## config.mk

```make
export PLATFORM = sky130hd
export DESIGN_NAME = hwag_tooth_cap_flat
export DESIGN_NICKNAME = d
export VERILOG_FILES = /design/src/rtl/hwag_cap_if.sv /design/src/rtl/hwag_tooth_cap.sv /design/src/flat_wrapper.sv
export SDC_FILE = /design/constraint.sdc
export NUM_CORES = 1
export LEC_CHECK = 0
export ABC_AREA = 0
export CAP_MARGIN = 20
export CORE_MARGIN = 2
export CORE_UTILIZATION = 49
export DETAILED_ROUTE_END_ITERATION = 10
export PLACE_DENSITY_LB_ADDON = 0.3
export SETUP_SLACK_MARGIN = 0.4
export SLEW_MARGIN = 30
export SYNTH_ARGS = -nofsm -noshare
export SYNTH_HDL_FRONTEND = slang
export SYNTH_SLANG_ARGS = --single-unit
export TNS_END_PERCENT = 50
```

## constraint.sdc

```tcl
create_clock -name clk -period 4.1 [get_ports clk]
set_clock_uncertainty 0.05 [all_clocks]
set_input_delay 0.82 -clock clk [delete_from_list [all_inputs] [get_ports clk]]
set_output_delay 0.82 -clock clk [all_outputs]
set_load 0.03 [all_outputs]
```

## src/rtl/hwag_cap_if.sv

```systemverilog
// Tooth-capture bus between the hwag core (master) and the capture front end (slave).
// The master drives the raw VR level and the filter/period limits; the slave returns the capture results.
interface hwag_cap_if #(
   parameter int FILT_W = 8,
   parameter int PER_W  = 24
);
   logic              cap_in;
   logic [FILT_W-1:0] filt_len;
   logic [PER_W-1:0]  min_cap;
   logic [PER_W-1:0]  max_cap;
   logic              cap_out;
   logic              edge_stb;
   logic [PER_W-1:0]  period;
   logic              period_vld;
   logic              gap_det;
   logic              short_err;
   logic              stall;

   modport master (
      output cap_in, filt_len, min_cap, max_cap,
      input  cap_out, edge_stb, period, period_vld, gap_det, short_err, stall
   );

   modport slave (
      input  cap_in, filt_len, min_cap, max_cap,
      output cap_out, edge_stb, period, period_vld, gap_det, short_err, stall
   );
endinterface

```

## src/rtl/hwag_tooth_cap.sv

```systemverilog
// Crank-tooth capture: synchronise and glitch-filter the VR input, then measure tooth periods.
// Build with HWAG_CAP_GAP_EN defined to include the missing-tooth gap detector.
module hwag_tooth_cap #(
   parameter int FILT_W = 8,
   parameter int PER_W  = 24
) (
   input logic       clk,
   input logic       rst,
   hwag_cap_if.slave tooth_if
);

   localparam logic [1:0] ST_IDLE  = 2'd0;
   localparam logic [1:0] ST_RUN   = 2'd1;
   localparam logic [1:0] ST_STALL = 2'd2;

   logic              s1_q, s2_q;
   logic [FILT_W-1:0] fcnt_q, fcnt_d;
   logic              cap_out_q, cap_out_d;
   logic              rise_s;
   logic [1:0]        state_q, state_d;
   logic [PER_W-1:0]  cnt_q, cnt_d;
   logic [PER_W:0]    cnt_inc_s;
   logic              edge_stb_q, edge_stb_d;
   logic [PER_W-1:0]  period_q, period_d;
   logic              period_vld_q, period_vld_d;
   logic              short_err_q, short_err_d;
   logic              stall_q, stall_d;
   logic              stall_ent_s;

   // A new level must be seen on filt_len+1 consecutive synchronised samples before it is accepted.
   always_comb begin
      fcnt_d    = '0;
      cap_out_d = cap_out_q;
      rise_s    = 1'b0;
      if (s2_q != cap_out_q) begin
         if (fcnt_q >= tooth_if.filt_len) begin
            cap_out_d = s2_q;
            rise_s    = s2_q;
         end else begin
            fcnt_d = fcnt_q + FILT_W'(1);
         end
      end else begin
         fcnt_d = '0;
      end
   end

   always_ff @(posedge clk or posedge rst) begin
      if (rst) begin
         s1_q      <= 1'b0;
         s2_q      <= 1'b0;
         fcnt_q    <= '0;
         cap_out_q <= 1'b0;
      end else begin
         s1_q      <= tooth_if.cap_in;
         s2_q      <= s1_q;
         fcnt_q    <= fcnt_d;
         cap_out_q <= cap_out_d;
      end
   end

   assign cnt_inc_s = {1'b0, cnt_q} + {{PER_W{1'b0}}, 1'b1};

   // cnt+1 is the period a rising edge in this cycle would report; an edge always beats the timeout.
   always_comb begin
      state_d      = state_q;
      cnt_d        = cnt_q;
      edge_stb_d   = 1'b0;
      period_d     = period_q;
      period_vld_d = 1'b0;
      short_err_d  = 1'b0;
      stall_d      = stall_q;
      stall_ent_s  = 1'b0;
      case (state_q)
         ST_IDLE, ST_STALL: begin
            cnt_d = '0;
            if (rise_s) begin
               edge_stb_d = 1'b1;
               stall_d    = 1'b0;
               state_d    = ST_RUN;
            end else begin
               state_d = state_q;
            end
         end
         ST_RUN: begin
            if (rise_s && (cnt_inc_s >= {1'b0, tooth_if.min_cap})) begin
               edge_stb_d   = 1'b1;
               period_vld_d = 1'b1;
               period_d     = cnt_inc_s[PER_W-1:0];
               cnt_d        = '0;
            end else if (!rise_s && (cnt_inc_s >= {1'b0, tooth_if.max_cap})) begin
               state_d     = ST_STALL;
               stall_d     = 1'b1;
               stall_ent_s = 1'b1;
               cnt_d       = '0;
            end else begin
               short_err_d = rise_s;
               cnt_d       = (cnt_q >= tooth_if.max_cap) ? cnt_q : cnt_inc_s[PER_W-1:0];
            end
         end
         default: begin
            state_d = ST_IDLE;
            cnt_d   = '0;
            stall_d = 1'b0;
         end
      endcase
   end

   always_ff @(posedge clk or posedge rst) begin
      if (rst) begin
         state_q      <= ST_IDLE;
         cnt_q        <= '0;
         edge_stb_q   <= 1'b0;
         period_q     <= '0;
         period_vld_q <= 1'b0;
         short_err_q  <= 1'b0;
         stall_q      <= 1'b0;
      end else begin
         state_q      <= state_d;
         cnt_q        <= cnt_d;
         edge_stb_q   <= edge_stb_d;
         period_q     <= period_d;
         period_vld_q <= period_vld_d;
         short_err_q  <= short_err_d;
         stall_q      <= stall_d;
      end
   end

`ifdef HWAG_CAP_GAP_EN
   logic [PER_W-1:0] prev_q, prev_d;
   logic             prev_vld_q, prev_vld_d;
   logic             gap_det_q, gap_det_d;

   // A gap is a period at least twice the previous one; the first period after a (re)start only primes prev.
   always_comb begin
      prev_d     = prev_q;
      prev_vld_d = prev_vld_q;
      gap_det_d  = 1'b0;
      if (period_vld_d) begin
         gap_det_d  = prev_vld_q && ({1'b0, period_d} >= {prev_q, 1'b0});
         prev_d     = period_d;
         prev_vld_d = 1'b1;
      end else if (stall_ent_s) begin
         prev_vld_d = 1'b0;
      end else begin
         prev_vld_d = prev_vld_q;
      end
   end

   always_ff @(posedge clk or posedge rst) begin
      if (rst) begin
         prev_q     <= '0;
         prev_vld_q <= 1'b0;
         gap_det_q  <= 1'b0;
      end else begin
         prev_q     <= prev_d;
         prev_vld_q <= prev_vld_d;
         gap_det_q  <= gap_det_d;
      end
   end

   assign tooth_if.gap_det = gap_det_q;
`else
   assign tooth_if.gap_det = 1'b0;
`endif

   assign tooth_if.cap_out    = cap_out_q;
   assign tooth_if.edge_stb   = edge_stb_q;
   assign tooth_if.period     = period_q;
   assign tooth_if.period_vld = period_vld_q;
   assign tooth_if.short_err  = short_err_q;
   assign tooth_if.stall      = stall_q;

endmodule
```

## src/flat_wrapper.sv

```systemverilog
// flat-port wrapper written by rule: the top's interface ports become plain ports
module hwag_tooth_cap_flat 
#(
   parameter int FILT_W = 8,
   parameter int PER_W  = 24
)
  (clk, rst, tooth_if_cap_in, tooth_if_filt_len, tooth_if_min_cap, tooth_if_max_cap, tooth_if_cap_out, tooth_if_edge_stb, tooth_if_period, tooth_if_period_vld, tooth_if_gap_det, tooth_if_short_err, tooth_if_stall);
  hwag_cap_if #(.FILT_W(FILT_W), .PER_W(PER_W)) tooth_if_i ();
  input logic clk;
  input logic rst;
  input wire logic [$bits(tooth_if_i.cap_in)-1:0] tooth_if_cap_in;
  input wire logic [$bits(tooth_if_i.filt_len)-1:0] tooth_if_filt_len;
  input wire logic [$bits(tooth_if_i.min_cap)-1:0] tooth_if_min_cap;
  input wire logic [$bits(tooth_if_i.max_cap)-1:0] tooth_if_max_cap;
  output wire logic [$bits(tooth_if_i.cap_out)-1:0] tooth_if_cap_out;
  output wire logic [$bits(tooth_if_i.edge_stb)-1:0] tooth_if_edge_stb;
  output wire logic [$bits(tooth_if_i.period)-1:0] tooth_if_period;
  output wire logic [$bits(tooth_if_i.period_vld)-1:0] tooth_if_period_vld;
  output wire logic [$bits(tooth_if_i.gap_det)-1:0] tooth_if_gap_det;
  output wire logic [$bits(tooth_if_i.short_err)-1:0] tooth_if_short_err;
  output wire logic [$bits(tooth_if_i.stall)-1:0] tooth_if_stall;
  assign tooth_if_i.cap_in = tooth_if_cap_in;
  assign tooth_if_i.filt_len = tooth_if_filt_len;
  assign tooth_if_i.min_cap = tooth_if_min_cap;
  assign tooth_if_i.max_cap = tooth_if_max_cap;
  assign tooth_if_cap_out = tooth_if_i.cap_out;
  assign tooth_if_edge_stb = tooth_if_i.edge_stb;
  assign tooth_if_period = tooth_if_i.period;
  assign tooth_if_period_vld = tooth_if_i.period_vld;
  assign tooth_if_gap_det = tooth_if_i.gap_det;
  assign tooth_if_short_err = tooth_if_i.short_err;
  assign tooth_if_stall = tooth_if_i.stall;
  hwag_tooth_cap #(.FILT_W(FILT_W), .PER_W(PER_W)) u_core (.clk(clk), .rst(rst), .tooth_if(tooth_if_i));
endmodule
```

---- After elaboration in Yosys (flattened, before gate mapping) ----
Index checks and enable logic that the tools add are counted.
storage, ports and cells
  register bits ........................... 65
  output and inout port bits .............. 30
  logic and storage cells ................. 55
operators by class
  add/sub/neg operators ................... 2
  order comparisons ....................... 4
  equality and inequality tests ........... 7
  multiplexer cells ....................... 23
  reduce and logical (&&, ||, !) cells .... 8
operator list
  operator                                                                  number
  24-bit two-way mux                                                        4
  25-bit by 24-bit >= comparator with 1-bit output                          2
  24-bit by 1-bit adder with 25-bit output (second input constant)          1
  24-bit >= comparator                                                      1
  8-bit two-way mux                                                         2
  1-bit two-way mux                                                         11
  8-bit by 1-bit adder with 8-bit output (second input constant)            1
  8-bit >= comparator                                                       1
  2-bit two-way mux                                                         3
  2-bit by 1-bit inequality test with 1-bit output (second input constant)  2
  4-bit by 2-bit inequality test with 1-bit output (second input constant)  1
  1-bit case mux with 2 select lines                                        2
  2-bit case mux with 2 select lines                                        1
  2-bit AND reduction                                                       2
  3-bit AND reduction                                                       1
  2-bit by 1-bit equality test with 1-bit output (second input constant)    1
  2-bit equality test (second input constant)                               1
  1-bit logical AND                                                         2
  2-bit logical NOT                                                         1
  2-bit inequality test (second input constant)                             1
  2-bit OR reduction                                                        1
  1-bit logical NOT                                                         1
  1-bit inequality test                                                     1

---- Longest topological paths before layout ----
  depth after elaboration ................. 8
  depth in mapped cells ................... 17
  gate-level depth less buffers ........... 15

---- Worst setup path before layout ----
No wires, ideal clock.
  kind .................................... reg2reg
  from .................................... register u_core.cnt_q[2]
  to ...................................... register u_core.period_q[10] (netlist: u_core.tooth_if.period[10])
  library setup time ...................... 125 ps
  arrival time ............................ 3,857 ps
  data required time ...................... 3,925 ps
  slack ................................... 68 ps
  stages on the path, launching flop included .. 17
  buffers on the path ..................... 3
  clock period less this slack ............ 4,032 ps
  cell sequence ........................... dfrtp_1 -> and3_4 -> nand4_4 -> or4_1 -> buf_2 -> or2_1 -> buf_6 -> nor2_4 -> xor2_2 -> ha_1 -> nand3_1 -> or3_1 -> nor4_1 -> a31oi_1 -> nor3_4 -> buf_6 -> mux2_2
on the way
  longest elaborated chain between the ends .. 4
RTL lines
  what                                              RTL line               source
  start: declaration                                hwag_tooth_cap.sv:21   logic [PER_W-1:0] cnt_q, cnt_d;
  start signal: assignment                          hwag_tooth_cap.sv:119  cnt_q <= cnt_d;
  24-bit by 1-bit adder with 25-bit output          hwag_tooth_cap.sv:61   assign cnt_inc_s = {1'b0, cnt_q} + {{PER_W{1'b0}}, 1'b1};
  named net u_core.cnt_inc_s[21]                    hwag_tooth_cap.sv:22   logic [PER_W:0] cnt_inc_s;
  25-bit by 24-bit >= comparator with 1-bit output  hwag_tooth_cap.sv:85   if (rise_s && (cnt_inc_s >= {1'b0, tooth_if.min_cap})) begin
  1-bit logical AND                                 hwag_tooth_cap.sv:85
  2-bit AND reduction (no source line)              n/a
  end signal: assignment                            hwag_tooth_cap.sv:121  period_q <= period_d;
  end: declaration                                  hwag_tooth_cap.sv:24   logic [PER_W-1:0] period_q, period_d;
The timed path passes the listed nets, and every way through them passes these cells.
A chain may end at the register's enable or synchronous reset.

---- Final worst setup path ----
  from .................................... register u_core.cnt_q[0]
  to ...................................... register u_core.cnt_q[18]
on the way
  longest elaborated chain between the ends .. 6
  elaborated cells on any way between the ends .. 11
  classes of those cells .................. add/sub (1); order compare (3); eq/ne (1); mux (4); reduce/logical (2)
RTL lines
  what                                              RTL line              source
  24-bit by 1-bit adder with 25-bit output (*)      hwag_tooth_cap.sv:61
  named net u_core.cnt_inc_s[21]                    hwag_tooth_cap.sv:22
  25-bit by 24-bit >= comparator with 1-bit output  hwag_tooth_cap.sv:90  end else if (!rise_s && (cnt_inc_s >= {1'b0, tooth_if.max_cap})) begin
  1-bit logical AND                                 hwag_tooth_cap.sv:90
  24-bit two-way mux                                hwag_tooth_cap.sv:90
  24-bit two-way mux                                hwag_tooth_cap.sv:85
  24-bit two-way mux                                hwag_tooth_cap.sv:73  case (state_q)
Mark *: on every way through the listed nets, which the timed path passes. The rest lies on a longest branch. The select of a mux whose other input is x is not followed.

==> impl_metrics.yaml <==
placement:
  io_buffers: 87
  gp_congestion: 0.9254
  placed_area_sq_um: 6147
  dpl_worst_slack_ps: -51.79
  hpwl_um: 9288
logic_synthesis:
  ys_ff_latch: 64
  synth_ff_type: "dfrtp_1"
  synthesis.instances: 530
  synth-edff-count: 0
  synth_top_family_by_area: "adder cells"
  synth-compound-area-share_pct: 8.943
  syn_nets: 671
  syn_avg_cell_area_sq_um: 9.450
  synth-simple-area-share_pct: 17.16
  yosys_warnings: 0
  synth.distinct_cells: 47
  seq_area_frac_synth_pct: 31.98
  synth_mux_area_share_pct: 5.821
  async_reset_ff_share_pct: 100.0
  syn_area_sq_um: 5009
  synth_adder_area_share_pct: 20.48
  synth_xor_xnor_area_share_pct: 9.393
final_layout:
  n_antenna_cell: 0
  stdcell_area_sq_um: 6813
  nNetsFinal: 794
  area_growth_pct: 36.02
  drive_gt1_share_pct: 19.30
  fillerInstances: 742
  post-route-util_pct: 69.06
worst_setup_path:
  crit_required_ps: 4300
  reg2reg_slack_ps: 260
  end_kind: "register"
  path_class: "register to register"
  cp-start-kind: "register"
  arrival_ps: 4040
  worst-path-max-fanout: 12
clock_tree:
  cts_buffers: 9
  clock_latency_ps: 360
  cts_sinks: 64
  cts_tree: "built"
  clk_path_buf_depth: 2
  path_clk_slew_ps: 80
  hold_buffers: 0
  cts_root_buf: "clkbuf_8"
  htreeDepth: 3
routing:
  via_per_inst: 5.530
  drt_iter0_markers: 222
  vias: 4374
  drc: 0
  first_pass_iters: 7
  wl_um: 13300
  ant_nets: 0
  wl_per_cell_um: 16.81
timing:
  setup_ws_ps: 261.5
  final_max_slew_viol_count: 0
  finalCritPeriodShare_pct: 93.62
  rsz0062_at_grt: "yes"
  finalHoldViolCount: 0
  tightest_slew_ps: 831.1
  setup_viol: 0
  clock.fmax_mhz: 260.5
  slew_headroom_pct: 44.35
  post-route-min-period_ps: 3838
pwr:
  p_switching_w: 0.0004206
  power_density_nw_per_um2: 216.4
  combPwrFrac_pct: 16.5
  p_int_w: 0.001054
  p_clk_share_pct: 37.5
  power_w: 0.001474
  p_leak_nw: 3.333
  pwr-share-seq_pct: 46.0
  max-vdd-ir-drop_v: 0.0001784
  power_switching_share_pct: 28.53
floorplan:
  num_rows: 36
  core_area_sq_um: 9864
  io_pins: 89
  die_w_um: 105.1
  initial_core_util_pct: 50.77
  chipHeight_um: 105.1
  die_area_sq_um: 11050
grt:
  grtUsageTotal_pct: 24.31
  overflow: 0
  grt_start_max_net_pins: 51
  grt_pass1_vias: 4571
  antenna_found_initial: 0
  grt_pass1_wl_um: 21400
min_path:
  hp-class: "register to register"
job:
  max-cap-violations: 0
run_status:
  status: "complete, no violations"
## final cells by class
cell class | count | area (sq um) | area share, %
multi-input cells | 392 | 3334 | 48.94
inverters | 62 | 235.2 | 3.453
repair buffers | 124 | 1276 | 18.73
clock buffers | 10 | 127.6 | 1.873
flip-flops and latches | 64 | 1613 | 23.67
clock inverters | 6 | 60.06 | 0.8815
well taps | 133 | 166.4 | 2.443
## worst max-delay path, stage by stage (launching register included)
cell and delay (ps):
dfrtp_1 380, and3_4 210, nand4_4 100, or4_4 430
or2_4 290, nor2_4 110, xor2_2 90, buf_4 140
buf_4 130, ha_1 280, nand2_1 80, nor2_1 120
nand4_1 180, or4_4 610, a21oi_4 240, clkbuf_16 220
nor3_1 60
## flip-flops by register name (all words and copies together) (netlist names)
signal,cells
u_core.cnt_q,24
u_core.fcnt_q,8
u_core.s1_q,1
u_core.s2_q,1
u_core.state_q,1
u_core.tooth_if.cap_out,1
u_core.tooth_if.edge_stb,1
u_core.tooth_if.period,24
u_core.tooth_if.period_vld,1
u_core.tooth_if.short_err,1
u_core.tooth_if.stall,1
## Yosys cell counts (2+ instances only)
master     count  area share [%]
ha_1          82              20
dfrtp_1       64              32
inv_1         62             4.6
nor2_1        38             2.8
xnor2_1       38             6.6
nand2_1       29             2.2
nor3_1        29             2.9
a21oi_1       26             2.6
mux2_2        21             4.7
nand3_1       16             1.6
o21ai_0       12             1.2
xor2_1        12             2.1
nand4_1       10             1.2
a211oi_1       9             1.3
a21o_1         7             1.0
nand2b_1       7            0.87
and3_1         5            0.62
clkbuf_1       5            0.37
nor3_2         5             1.0
mux2_1         4            0.90
o211ai_1       4            0.60
buf_2          3            0.30
buf_6          3            0.67
nor2b_1        3            0.37
o2111ai_1      3            0.52
o21a_1         3            0.45
or4_1          3            0.45
a31oi_1        2            0.25
and2_1         2            0.25
and4_1         2            0.35
nor2_4         2            0.45
nor4_1         2            0.25
o211a_1        2            0.40
xor2_2         2            0.65
## cell usage in the layout (no fill, tap or decap), drive strengths merged, types with 4 or more instances in the layout
master and count:
a211oi 9, a21o 7, a21oi 26, and3 6, buf 35, clkbuf 11, clkdlybuf4s50 87, dfrtp 64
ha 82, inv 62, mux2 25, nand2 29, nand2b 7, nand3 16, nand4 11, nor2 40
nor3 35, o211ai 4, o21ai 12, xnor2 38, xor2 14
## what timing repair did
item,CTS,global route
gates resized for setup,41,21
setup endpoints to repair,51,50
setup buffers,12,6
gates cloned,2,1
pin swaps,9,9
## path summary, 6_finish.rpt
path / start / to / depth (start not counted)
max in group asynchronous: rst / u_core.cnt_q[5]$_DFFE_PP0P_ / 3
max: u_core.cnt_q[0]$_DFFE_PP0P_ / u_core.cnt_q[18]$_DFFE_PP0P_ / 16
min: u_core.s1_q$_DFF_PP0_ / u_core.s2_q$_DFF_PP0_ / 0
min reg2reg: u_core.s1_q$_DFF_PP0_ / u_core.s2_q$_DFF_PP0_ / 0
min in group asynchronous: rst / u_core.tooth_if.period[15]$_DFFE_PP0N_ / 2
max reg2reg: u_core.cnt_q[0]$_DFFE_PP0P_ / u_core.cnt_q[18]$_DFFE_PP0P_ / 16
## routing by layer
| metal | global-route usage (%) | vias to the layer above | wire length [um] |
|---|---|---|---|
| met5 | 0 | - | 0 |
| met3 | 3.868 | 28 | 798 |
| met2 | 42.39 | 159 | 6395 |
| met4 | 8.095 | 0 | 317 |
| li1 | - | 2095 | - |
| met1 | 30.59 | 2092 | 5788 |
## power groups by stage
stage / logic, W / registers [W] / clock network (W)
2_1_floorplan: 0.000114 / 0.000701 / 0
3_3_place_gp: 0.000230 / 0.000690 / 0
3_5_place_dp: 0.000240 / 0.000691 / 0
4_1_cts: 0.000243 / 0.000678 / 0.000554
5_1_grt: 0.000272 / 0.000681 / 0.000580
6_report: 0.000244 / 0.000678 / 0.000552
## cell families (layout without fill, tap and decap cells)
family	after synthesis	count (layout)
AOI/OAI and AO/OA	71	71
xor gates and xnor gates	52	52
adders and majority gates	82	82
buffers and inverters	74	202
DFF	64	64
muxes	26	26
other	1	1
and+or+nand+nor	160	160
## per-stage QoR
step	setup TNS, ps	hold WS [ps]	cells
after detailed placement	-854.6	315.4	754
after floorplan	0	281.2	530
after CTS	0	338.2	784
final	0	337.9	791
after global placement	0	281.8	754
after global routing	0	342.5	791
(Power assumes the default switching activity.)
